**src/rtl/enc32to5_scan.sv**
```systemverilog
// Multi-hot to binary scanner: accepts a 32-bit register-select vector and
// emits the address of every set bit, lowest first, one per accepted transfer.
module enc32to5_scan (
  input  logic        clk,
  input  logic        reset,
  input  logic        in_valid,
  output logic        in_ready,
  input  logic [31:0] req,
  output logic        out_valid,
  input  logic        out_ready,
  output logic [4:0]  out_adr,
  output logic        out_last,
  output logic        zero_drop,
  output logic        state_dbg
);

  // Handshake: a transfer happens on a rising edge where valid and ready are
  // both 1; valid and its payload stay stable until that transfer happens.

  typedef enum logic {IDLE = 1'b0, EMIT = 1'b1} state_t;

  state_t      state_q, state_d;
  logic [31:0] pending_q, pending_d;
  logic        out_valid_q, out_valid_d;
  logic [4:0]  out_adr_q, out_adr_d;
  logic        out_last_q, out_last_d;
  logic        zero_drop_q, zero_drop_d;

  function automatic logic [4:0] lsb_index(input logic [31:0] v);
    logic [4:0] idx;
    idx = 5'd0;
    for (int i = 31; i >= 0; i--) begin
      if (v[i]) idx = 5'(i);
    end
    return idx;
  endfunction

  always_comb begin
    state_d     = state_q;
    pending_d   = pending_q;
    zero_drop_d = 1'b0;
    case (state_q)
      IDLE: begin
        if (in_valid) begin
          if (req != 32'd0) begin
            pending_d = req;
            state_d   = EMIT;
          end else begin
            zero_drop_d = 1'b1;
          end
        end
      end
      EMIT: begin
        if (out_ready) begin
          // Clearing the lowest set bit is exactly the address just emitted.
          pending_d = pending_q & (pending_q - 32'd1);
          if (out_last_q) begin
            state_d   = IDLE;
            pending_d = 32'd0;
          end
        end
      end
      default: begin
        state_d   = IDLE;
        pending_d = 32'd0;
      end
    endcase
    out_valid_d = (state_d == EMIT);
    out_adr_d   = out_valid_d ? lsb_index(pending_d) : 5'd0;
    out_last_d  = out_valid_d && ((pending_d & (pending_d - 32'd1)) == 32'd0);
  end

  always_ff @(posedge clk or posedge reset) begin
    if (reset) begin
      state_q     <= IDLE;
      pending_q   <= 32'd0;
      out_valid_q <= 1'b0;
      out_adr_q   <= 5'd0;
      out_last_q  <= 1'b0;
      zero_drop_q <= 1'b0;
    end else begin
      state_q     <= state_d;
      pending_q   <= pending_d;
      out_valid_q <= out_valid_d;
      out_adr_q   <= out_adr_d;
      out_last_q  <= out_last_d;
      zero_drop_q <= zero_drop_d;
    end
  end

  // in_ready is held low while reset is asserted, and rises as soon as it drops.
  assign in_ready  = (state_q == IDLE) && !reset;
  assign out_valid = out_valid_q;
  assign out_adr   = out_adr_q;
  assign out_last  = out_last_q;
  assign zero_drop = zero_drop_q;
  assign state_dbg = state_q;

endmodule

```
**config.mk**
```make
export PLATFORM = sky130hd
export DESIGN_NAME = enc32to5_scan
export DESIGN_NICKNAME = d
export VERILOG_FILES = /design/src/rtl/enc32to5_scan.sv
export SDC_FILE = /design/constraint.sdc
export NUM_CORES = 1
export LEC_CHECK = 0
export ABC_CLOCK_PERIOD_IN_PS = 4500
export CORE_ASPECT_RATIO = 2
export CORE_MARGIN = 5
export CORE_UTILIZATION = 55
export DETAILED_ROUTE_END_ITERATION = 7
export GPL_ROUTABILITY_DRIVEN = 0
export HOLD_SLACK_MARGIN = 0.03
export PLACE_DENSITY = 0.81
export SYNTH_ARGS = -nofsm -noshare
export SYNTH_HDL_FRONTEND = slang
export SYNTH_SLANG_ARGS = --single-unit
```
**constraint.sdc**
```tcl
create_clock -name clk -period 4.5 [get_ports clk]
set_input_delay 0.45 -clock clk [delete_from_list [all_inputs] [get_ports clk]]
set_output_delay 0.45 -clock clk [all_outputs]
set_load 0.005 [all_outputs]
```
Word level (Yosys, flattened, before mapping)
Cells that the tools add are included.
{"block": "word_totals", "ff_bits": 40, "wordCells": 61, "out_inout_bits": 10}
{"block": "classes", "bitwise": 3, "n_addsub": 2, "n_reduce_logical": 5, "mux": 46}
{"operator": "$mux 5", "count": 33}
{"operator": "$mux 32", "count": 4}
{"operator": "$and 32x32->32", "count": 2}
{"operator": "$pmux 32 s2", "count": 1}
{"operator": "$sub 32x1->32 const B", "count": 2}
{"operator": "$logic_not 32->1", "count": 1}
{"operator": "$reduce_bool 32->1", "count": 1}
{"operator": "$mux 1", "count": 7}
{"operator": "$logic_and 1x1->1", "count": 2}
{"operator": "$pmux 1 s2", "count": 1}
{"operator": "$logic_not 1->1", "count": 1}
{"operator": "$not 1->1", "count": 1}

Depth between registers and ports, before layout
{"block": "depth", "depth_word": 38, "mapped_depth": 13, "depth_no_buf": 11}

Worst setup path after synthesis
No wires, ideal clock.
{"block": "synth_path", "path_kind": "input to register", "start": "input req[14]", "end": "register out_last_q, in the netlist out_last", "setup_slack_ns": 1.226, "arrival_ns": 3.206, "setup_ns": 0.068, "cell_stages": 11, "cell_sequence": "nor4_1 > nand4_1 > o21ai_1 > buf_4 > mux2i_1 > inv_1 > nor4_2 > nand4_1 > or4_1 > maj3_2 > and4bb_1"}
{"block": "synth_via", "elab_chain_len": 8}
{"element": "start, declared", "line_no": "8", "rtl": "input logic [31:0] req,"}
{"element": "$reduce_bool 32->1 (*)", "line_no": "45", "rtl": "if (req != 32'd0) begin"}
{"element": "$mux 32 (*)", "line_no": "45"}
{"element": "$mux 32 (*)", "line_no": "44", "rtl": "if (in_valid) begin"}
{"element": "$pmux 32 s2 (*)", "line_no": "42", "rtl": "case (state_q)"}
{"element": "named net pending_d[8]", "line_no": "23", "rtl": "logic [31:0] pending_q, pending_d;"}
{"element": "$sub 32x1->32", "line_no": "70", "rtl": "out_last_d = out_valid_d && ((pending_d & (pending_d - 32'd1)) == 32'd0);"}
{"element": "$and 32x32->32 (*)", "line_no": "70"}
{"element": "$logic_not 32->1 (*)", "line_no": "70"}
{"element": "$logic_and 1x1->1 (*)", "line_no": "70"}
{"element": "named net out_last_d", "line_no": "26", "rtl": "logic out_last_q, out_last_d;"}
{"element": "end signal, assigned", "line_no": "86", "rtl": "out_last_q <= out_last_d;"}
{"element": "end, declared", "line_no": "26"}
Mark *: on every way through the listed nets, which the timed path passes. The rest lies on a longest branch.

Worst setup path in the final report
{"block": "layout_path", "start": "input req[20]", "end": "register out_last_q, in the netlist out_last"}
The elaborated chain is that of the path after synthesis.

==> metrics <==
status=completed; Root Buffer Master=clkbuf_8; H-tree levels=2; WS Path Type=input port to register; top-area cell type share of the netlist area=33.5%; dpl hpwl=8720 um; layout cells sized above 1=14.0%; Max clock buf depth=2; core box area=0.00537 mm2; detailed-route via count=3550; via/cell ratio=7.17; number of buffers created by CTS=5; clk_lat worst skew=0.31 ns; Final setup viols=0; WHS=0.600 ns; Die Wd=62.1 um; Synth Net Count=397; first-pass GRT wire length=18700 um; Util after Layout=71.2%; largest cells by area after synthesis=dfrtp_1 (34%), nor2_1 (7.3%), a21oi_1 (4.9%), nor4_1 (3.8%), mux2i_1 (3.4%); Total Routing Usage GR=37.1%; diode count=0; Setup crit end kind=register; TritonRoute pass-1 iters=5; Max Clock Skew=0.0118 ns; worst reg2reg setup slack=0.57 ns; worst slew pin tran=0.839 ns; initial drt markers=436; DRT antenna net count=0; Post-Synthesis Cells=361; initial antenna violation count=0; relative slew slack=43.7%; hold_buf cts=0; CTS tree=done; die area=0.00709 mm2; final hold violations=0; Yosys top cell by area=dfrtp_1; Req. time, crit path=4.75 ns; die height=114 um; post-CTS sizing=0; CP startpoint kind=input port; period utilisation layout=90.6%; Port Buffer Count=45; Final Power=1.96 mW; fmax=245 MHz; Post-CTS Setup Repair Bufs=0; Min-Delay Path Class=input port to async pin; drt wl/cell=23.7 um; Post-synth top cells=nor2_1 (58), dfrtp_1 (40), a21oi_1 (29); clk sinks=40; vias in the first global route=3662; Final min period=4.08 ns; area added between synthesis and finish=28.1%; Post-Syn Area=0.00299 mm2; # DRC=0; average cell area after synthesis=8.27 um2; Arr. time, crit path=4.33 ns; Clk pin slew, worst setup/hold paths=0.08 ns; Pleak=1.50 nW; worst r2r src=out_valid$_DFF_PP0_; Pins Over Slew Limit=0; Yosys warning total=0; dpl ws=0.248 ns; Cell Rows=38; worst ir drop on vdd=411 uV; sum of negative setup slack=0 ns; top_reg_cell synth=dfrtp_1; Critical R2R Capture=out_last$_DFF_PP0_; largest net degree at the start of global routing=41; Synth Register Bits=40; max-cap viol count=0; Overflow after GRT=0; asr flop ratio synth=100%; count leader, synth=nor2_1; power per cell area=513 mW/mm2; Routed WL=11800 um; reg2reg path depth=10; Unique masters post-synth=66; post-route setup slack=0.421 ns; Critical Path Fanout Max=14; EDFF count, synth=0; setup repair after global routing missed its margin=false; sequential-to-total area share from yosys stat=33.5%; io pins=46; NumNets Final=471; Initial Util=55.6%
==> per-stage QoR <==
| step | instance area, um2 | instances |
|---|---|---|
| 6_report | 3820 | 495 |
| 5_1_grt | 3820 | 495 |
| 4_1_cts | 3820 | 495 |
| 3_5_place_dp | 3700 | 488 |
| 3_3_place_gp | 3700 | 488 |
| 2_1_floorplan | 2990 | 361 |
==> critical path, cell delays in order <==
cell and delay [ns]:
clkdlybuf4s50_1 0.55, nor4_1 0.07, buf_4 0.14, and4_1 0.22, a21oi_2 0.58, buf_4 0.29, mux2i_1 0.35, nor2_1 0.12
or4_4 0.56, maj3_2 0.32, o32a_1 0.20, a311oi_1 0.25, and4bb_1 0.22
==> cells in the final DEF (no fill, tap or decap), types with 3 or more instances in the layout <==
| master | n |
|---|---|
| o21ai_1 | 14 |
| nor4_1 | 18 |
| nor2b_1 | 4 |
| nand4b_1 | 4 |
| inv_1 | 12 |
| nand3_1 | 3 |
| nor4_2 | 3 |
| and2_1 | 3 |
| a211oi_1 | 3 |
| or3_1 | 3 |
| clkbuf_8 | 5 |
| or4_1 | 3 |
| o22ai_1 | 7 |
| o21ai_0 | 16 |
| mux2i_1 | 10 |
| o221ai_1 | 3 |
| clkdlybuf4s50_1 | 45 |
| or2_2 | 3 |
| nor3_1 | 19 |
| a211o_1 | 6 |
| buf_4 | 36 |
| a2111oi_0 | 3 |
| and4_1 | 3 |
| o211ai_1 | 9 |
| nand2_1 | 18 |
| a21oi_1 | 29 |
| nor2_1 | 58 |
| o31ai_1 | 3 |
| nand2b_1 | 4 |
| dfrtp_1 | 40 |
| nand4_1 | 3 |
==> worst max path at each step <==
| stage | startpoint | to | slack (ns) | depth (start not counted) |
|---|---|---|---|---|
| 4_1_cts | req[11] | out_last$_DFF_PP0_ | 0.57 | 12 |
| 6_report | req[20] | out_last$_DFF_PP0_ | 0.42 | 13 |
| 3_3_place_gp | req[20] | out_last$_DFF_PP0_ | 0.26 | 13 |
| 3_5_place_dp | req[11] | out_last$_DFF_PP0_ | 0.25 | 12 |
| 5_1_grt | pending_q[3]$_DFF_PP0_ | out_last$_DFF_PP0_ | 0.14 | 10 |
| 2_1_floorplan | req[14] | out_last$_DFF_PP0_ | 1.23 | 11 |
==> kinds of logic (layout without fill, tap and decap cells) <==
group / after synthesis / in the layout / share of synthesized area (%)
adder cells (fa/ha/maj): 3 / 3 / 1.09
AO/OA/AOI/OAI: 120 / 120 / 27.3
buffers and inverters: 26 / 100 / 4.36
flip-flops: 40 / 40 / 33.5
multiplexers: 10 / 10 / 3.35
AND/OR/NAND/NOR: 162 / 162 / 30.4
==> layer usage <==
layer	track usage (%)	vias to the layer above	share of wire [%]
li1	-	1543	-
met1	38.2	1654	33
met2	59.0	263	51
met3	10.6	90	7.2
met4	29.6	0	9.0
met5	0	-	0
==> registers in the layout (all words and copies together), names as in the netlist <==
signal / count
out_adr: 5
out_last: 1
pending_q: 32
zero_drop: 1
out_valid: 1
==> power breakdown <==
group / switching, mW / internal [mW]
Sequential: 0.128 / 0.471
Combinational: 0.594 / 0.415
Clock: 0.135 / 0.218
Total: 0.857 / 1.10
==> cell type report <==
cell class	count	area, um2
timing repair buffer	81	721
inverter	12	45.0
clock inverter	2	60.1
fill	447	1550
clock buffer	5	68.8
multi-input combinational	295	1850
tap	60	75.1
sequential	40	1000
Power figures use the tool's default switching activity.
